### src/rtl/uart_report_scheduler.sv
// uart_report_scheduler: arbitrates game event reports and streams them as ASCII through uart_tx
module uart_report_scheduler #(
  parameter int ACK_TIMEOUT   = 16,
  parameter bit SCORE_REPORTS = 1'b1
) (
  input  logic       clock,
  input  logic       reset,
  input  logic       start_event,
  input  logic       score_event,
  input  logic       over_event,
  input  logic [5:0] score,
  input  logic       tx_busy,
  output logic       tx_start,
  output logic [7:0] tx_data,
  output logic       report_active,
  output logic       ack_error
);
  localparam int CW = $clog2(ACK_TIMEOUT + 1);
  typedef enum logic [2:0] {IDLE, SEND, WAIT_HI, WAIT_LO, NEXT} state_t;
  typedef enum logic [1:0] {M_START, M_SCORE, M_OVER} msg_t;
  state_t state;
  msg_t msg, sel_msg;
  logic p_start, p_score, p_over, sel;
  logic [2:0] idx, last;
  logic [3:0] tens, ones;
  logic [7:0] cur;
  logic [CW-1:0] cnt;
  // Fixed-priority pick among pending reports, current message byte and its length
  always_comb begin
    sel     = state == IDLE && (p_start || p_score || p_over);
    sel_msg = p_over ? M_OVER : p_start ? M_START : M_SCORE;
    last    = msg == M_START ? 3'd3 : msg == M_SCORE ? 3'd5 : 3'd6;
    cur     = 8'h0A;
    case (msg)
      M_START: cur = idx == 3'd0 ? 8'h47 : idx == 3'd1 ? 8'h53 : idx == 3'd2 ? 8'h0D : 8'h0A;
      M_SCORE: cur = idx == 3'd0 ? 8'h53 : idx == 3'd1 ? 8'h3D : idx == 3'd2 ? {4'h3, tens} :
                     idx == 3'd3 ? {4'h3, ones} : idx == 3'd4 ? 8'h0D : 8'h0A;
      default: cur = idx == 3'd0 ? 8'h47 : idx == 3'd1 ? 8'h4F : idx == 3'd2 ? 8'h20 :
                     idx == 3'd3 ? {4'h3, tens} : idx == 3'd4 ? {4'h3, ones} :
                     idx == 3'd5 ? 8'h0D : 8'h0A;
    endcase
  end
  // Pending flags: set by events, cleared on selection; a new game discards any stale score report
  always_ff @(posedge clock or negedge reset) begin
    if (!reset) begin
      p_start <= 1'b0;
      p_score <= 1'b0;
      p_over  <= 1'b0;
    end else begin
      p_over  <= over_event || (p_over && !sel);
      p_start <= start_event || (p_start && !(sel && !p_over));
      p_score <= SCORE_REPORTS && !start_event &&
                 (score_event || (p_score && !(sel && !p_over && !p_start)));
    end
  end
  // Message sequencer: one byte per start/busy handshake, with a bounded wait for busy to rise
  always_ff @(posedge clock or negedge reset) begin
    if (!reset) begin
      state         <= IDLE;
      msg           <= M_START;
      idx           <= 3'd0;
      tens          <= 4'd0;
      ones          <= 4'd0;
      cnt           <= '0;
      tx_start      <= 1'b0;
      tx_data       <= 8'h00;
      report_active <= 1'b0;
      ack_error     <= 1'b0;
    end else begin
      tx_start <= 1'b0;
      case (state)
        IDLE: begin
          report_active <= sel;
          if (sel) begin
            msg   <= sel_msg;
            idx   <= 3'd0;
            tens  <= 4'(score / 6'd10);
            ones  <= 4'(score % 6'd10);
            state <= SEND;
          end
        end
        SEND: begin
          tx_data <= cur;
          if (!tx_busy) begin
            tx_start <= 1'b1;
            cnt      <= '0;
            state    <= WAIT_HI;
          end
        end
        WAIT_HI: begin
          if (tx_busy) state <= WAIT_LO;
          else if (cnt == CW'(ACK_TIMEOUT - 1)) begin
            ack_error <= 1'b1;
            state     <= NEXT;
          end else cnt <= cnt + 1'b1;
        end
        WAIT_LO: if (!tx_busy) state <= NEXT;
        NEXT: begin
          if (idx == last) begin
            report_active <= 1'b0;
            state         <= IDLE;
          end else begin
            idx   <= idx + 3'd1;
            state <= SEND;
          end
        end
        default: state <= IDLE;
      endcase
    end
  end
endmodule
### config.mk
export PLATFORM = sky130hd
export DESIGN_NAME = uart_report_scheduler
export DESIGN_NICKNAME = d
export VERILOG_FILES = /design/src/rtl/uart_report_scheduler.sv
export SDC_FILE = /design/constraint.sdc
export NUM_CORES = 1
export LEC_CHECK = 0
export BUFFER_PORTS_ARGS = -buffer_cell sky130_fd_sc_hd__buf_2
export CORE_MARGIN = 2
export CORE_UTILIZATION = 59
export DETAILED_ROUTE_END_ITERATION = 8
export MAX_ROUTING_LAYER = met4
export PLACE_DENSITY = 0.89
export SLEW_MARGIN = 10
export SYNTH_ARGS = -nofsm -noshare
export SYNTH_HDL_FRONTEND = slang
export SYNTH_SLANG_ARGS = --single-unit
export TNS_END_PERCENT = 20
### constraint.sdc
create_clock -name clock -period 2.8 [get_ports clock]
set_clock_uncertainty 0.05 [all_clocks]
set_input_delay 0.28 -clock clock [delete_from_list [all_inputs] [get_ports clock]]
set_output_delay 0.28 -clock clock [all_outputs]
set_load 0.005 [all_outputs]
# Word-level counts from Yosys, hierarchy flattened

Index checks and enable logic that the tools add are counted.

Flip-flop bits (word level): 35
Logic and storage cells: 104
Output and inout bits: 11
Input port bits: 12

Mux-type cells: 37
Reduce and logical (&&, ||, !) cells: 29
Divide/modulo/power cells: 2
Bitwise gates (word level): 1
$add $sub $neg: 2
Eq/ne operators: 20

Operators by type and width:

| operator                                       | number |
|---|---|
| 2-to-1 mux 6 bit                               | 6 |
| 2-to-1 mux 7 bit                               | 5 |
| 2-to-1 mux 3 bit                               | 11 |
| 2-to-1 mux 5 bit                               | 3 |
| case mux 3 bit (5 select lines)                | 1 |
| != test 2 bit (second input constant)          | 7 |
| case mux 7 bit (2 select lines)                | 1 |
| == test 3 x 2 -> 1 bit (second input constant) | 4 |
| case mux 5 bit (2 select lines)                | 1 |
| == test 3 bit (second input constant)          | 3 |
| AND reduction 4 bit                            | 2 |
| logical AND 1 bit                              | 7 |
| divider 6 x 4 -> 6 bit (second input constant) | 1 |
| == test 3 x 1 -> 1 bit (second input constant) | 2 |
| zero test 1 bit                                | 6 |
| zero test 3 bit                                | 2 |
| modulo 6 x 4 -> 6 bit (second input constant)  | 1 |
| case mux 3 bit (2 select lines)                | 1 |
| AND reduction 3 bit                            | 2 |
| adder 5 x 1 -> 5 bit (second input constant)   | 1 |
| == test 5 x 4 -> 1 bit (second input constant) | 1 |
| logical OR 1 bit                               | 5 |
| 2-to-1 mux 1 bit                               | 5 |
| 2-to-1 mux 2 bit                               | 2 |
| other kinds (9)                                | 11 |

# Logic depth before layout (Yosys ltp)

Word-level depth: 9
Gate-level depth with buffers: 9
Mapped depth without buffers: 9

# Worst setup path after synthesis

OpenSTA, ideal clock, no wires.

Path kind: reg-to-reg
Start point: register idx[2]
End point: register tx_data[2]
Buffers on the path: 2
Setup time: 0.132 ns
Data required time: 2.618 ns
Arrival time: 1.797 ns
Clock period less this slack: 1.979 ns
Cell stages (with the launch flop): 9
Setup slack: 0.821 ns
Cells stage by stage: dfrtp_1 > clkbuf_1 > inv_1 > ha_1 > clkbuf_1 > and3b_1 > a311o_1 > a311oi_1 > o31ai_1

Longest elaborated chain between the ends: 8
Elaborated cells between the ends (all ways): 21
Those cells by class: eq/ne: 5; mux: 15; reduce/logical: 1

Ends and longest elaborated chain:

| what                              | line | source |
|---|---|---|
| start: declaration                | 24   | `logic [2:0] idx, last;` |
| start signal: assignment          | 103  | `idx <= idx + 3'd1;` |
| == test 3 bit                     | 40   | `idx == 3'd5 ? 8'h0D : 8'h0A;` |
| 2-to-1 mux 3 bit                  | 40   |  |
| 2-to-1 mux 6 bit (2 in series)    | 39   | `idx == 3'd3 ? {4'h3, tens} : idx == 3'd4 ? {4'h3, ones} :` |
| 2-to-1 mux 6 bit                  | 38   | `default: cur = idx == 3'd0 ? 8'h47 : idx == 3'd1 ? 8'h4F : idx == 3'd2 ? 8'h20 :` |
| 2-to-1 mux 7 bit (2 in series)    | 38   |  |
| case mux 7 bit (2 select lines) * | 34   | `case (msg)` |
| end signal: assignment            | 83   | `tx_data <= cur;` |
| end: declaration                  | 14   | `output logic [7:0] tx_data,` |

Mark *: on every way between the ends. The rest lies on a longest branch, timed or not.
A chain may end at the register's enable or synchronous reset.

# Worst setup path after layout

Start point: register idx[1]
End point: register tx_data[2]

The elaborated chain is that of the path after synthesis.

==> run metrics <==
1st-pass router iterations 4; Max H-tree Level 2; Total Routed Length 4.545 mm; WHS -0.005158 ns; Top Ports 23; Mean Syn Cell Area 8.175 um^2; # diodes 0; crit-path max FO 18; Worst Hold Class input pin to asynchronous set/reset pin; Min Clock Period, post-route 2.352 ns; RSZ-0062 raised after global routing false; DPL Wire Length 3.251 mm; 1st-iter DRT viols 144; post-synthesis xor/xnor area fraction 1.599%; Total Routing Usage GR 24.49%; setup TNS 0 ns; placed cells 318; Num CTS Buffers 5; CTS root buf clkbuf_8; Final Setup Violations 0; CTS Buffer Depth 2; critical-path cell list ha_1, ha_1, and3b_1, a311o_1, a311oi_1, o31ai_1; Syn-to-layout area delta 8.224%; Arrival @ worst endpoint 2.46 ns; Skew-Pair Late Insertion Delay 0.28 ns; DRC Markers 0; cell area power density 864.2 nW/um^2; Synth Area in Adders 4.569%; initial antenna violation count 0; simple-gate share of the synthesized area 23.42%; Site Rows 22; most frequent cells in the layout 34 x nand2_1, 33 x dfrtp_1, 24 x nor2_1; critical path's slowest cell dfrtp_1; Hold Buf Count CTS 0; Synth Instances 268; nets@finish 297; Non-Filler Instances 325; port bufs 21; WS Path Type flip-flop to flip-flop; compound-gate portion of the synthesized area 24.84%; gr ovfl total 0; CP required 2.91 ns; Critical R2R Launch idx[1]; Die Width 64.94 um; WL/cell 13.98 um; via count 1946; # resized after CTS 0; vias per cell 5.988; status finished, violations left; number of synthesized flops with an enable pin 0; Core ar. 3606 um^2; Synth Cell Area 2191 um^2; worst reg2reg path depth 6; R2R Setup Slk 0.45 ns; die footprint 4217 um^2; CTS sink count 33; Fmax 425.2 MHz; Max VDD drop 0.5438 mV; vias in the first global route 1762; Finished Cell Area 2371 um^2; GP Congestion 0.8673; final hold vios 12; FF+latch count, synth 33; ys flop type dfrtp_1; post-synthesis mux area share 1.599%; CTS tree built; largest family of logic cells by synthesized area compound AO/OA/AOI/OAI gates; first-pass GRT wire length 7.893 mm; Placed Instance Area 2267 um^2; Initial Util 60.76%; layout cells sized above 1 13.36%; period utilization 84.00%; CP most frequent cell ha_1; Syn Nets 288; fraction of registers with async set/reset 100.0%; Max Slew Vio Count 0; failing checks hold timing; commonest non-fill, non-tap cell in the layout nand2_1; CTS clk-pin slew, worst paths 0.07 ns; Seq/Total Area, Yosys 37.69%; Startpoint Class flip-flop; Worst Setup End Kind flip-flop; die height 64.94 um; Post CTS Setup Buffer Count 0; max incr delay on CP 0.52 ns; Synth cell types 58; antenna-violating nets left 0; normalized max-slew margin 52.02%; warning count from the yosys run 0; worst-margin pin slew 0.7197 ns; largest net degree at the start of global routing 34; RR Endpoint tx_data[2]; leakage 0.001024 uW; max-cap viol count 0
routing by layer:
layer	part of all wire [%]	global-route usage [%]
met1	45	31.27
met2	47	38.66
met3	6.4	5.382
met4	2.0	8.511
met5	0	-
flip-flops by register name, indices dropped and copies added (netlist names), 2 cells and up:
name	cells
tx_data	7
state	3
msg	2
idx	3
ones	4
cnt	5
tens	3
critical path, delay by kind of cell, from the launching register on:
family	cells	cell delay [ns]
flops	1	0.52
simple gates	1	0.25
compound gates	3	0.68
fa+ha+maj	2	0.74
worst max-delay path by stage:
stage,end,cells past startpoint,from,slack [ns]
global route,tx_data[2],6,idx[1],0.31
finish,tx_data[2],6,idx[1],0.45
CTS,tx_data[2],6,idx[1],0.48
floorplan,tx_data[2],8,idx[2],0.82
global placement,tx_data[2],6,idx[1],0.60
detailed placement,tx_data[2],6,idx[1],0.51
report_power, final:
| part | total [uW] | internal [uW] | switching, uW |
|---|---|---|---|
| combinational | 786 | 346 | 440 |
| clock | 430 | 258 | 172 |
| sequential | 833 | 647 | 186 |
cell families (layout without fill, tap and decap cells):
family | count (synthesis) | in the layout
AOI/OAI and AO/OA | 86 | 86
xor gates and xnor gates | 4 | 4
adders and majority gates | 8 | 8
buffers and inverters | 30 | 39
DFF | 33 | 33
muxes | 3 | 3
other | 1 | 1
and+or+nand+nor | 103 | 103
metrics by stage:
step / setup WS (ns) / power [uW] / util, %
after floorplan: 0.8214 / 1406 / -
after detailed placement: 0.5056 / 1627 / 62.87
after global placement: 0.6005 / 1585 / 62.87
final: 0.4479 / 2049 / 65.75
after global routing: 0.3121 / 2210 / 65.75
after CTS: 0.4751 / 2057 / 65.75
area by class of cell:
class                      instances  area, um^2
multi-input combinational        205        1231
clock buffer                       5       68.82
clock inverter                     2       35.03
sequential                        33       825.8
timing repair buffer              22       112.6
inverter                          10       37.54
fill                             314        1235
tap                               48       60.06
synth_stat cells (4+ instances only):
cell type | number | area (um^2)
nor3_1 | 8 | 40.04
nand2_1 | 34 | 127.6
o211ai_1 | 4 | 30.03
nand2b_1 | 5 | 31.28
a21oi_1 | 20 | 100.1
clkbuf_1 | 14 | 52.55
dfrtp_1 | 33 | 825.8
o21ai_0 | 23 | 115.1
nor2_1 | 24 | 90.09
inv_1 | 10 | 37.54
o22ai_1 | 4 | 25.02
a21o_1 | 4 | 30.03
nor2b_1 | 9 | 56.30
o31ai_1 | 4 | 30.03
ha_1 | 8 | 100.1
o21bai_1 | 4 | 30.03
No activity file was read; power rests on OpenSTA's default activity.
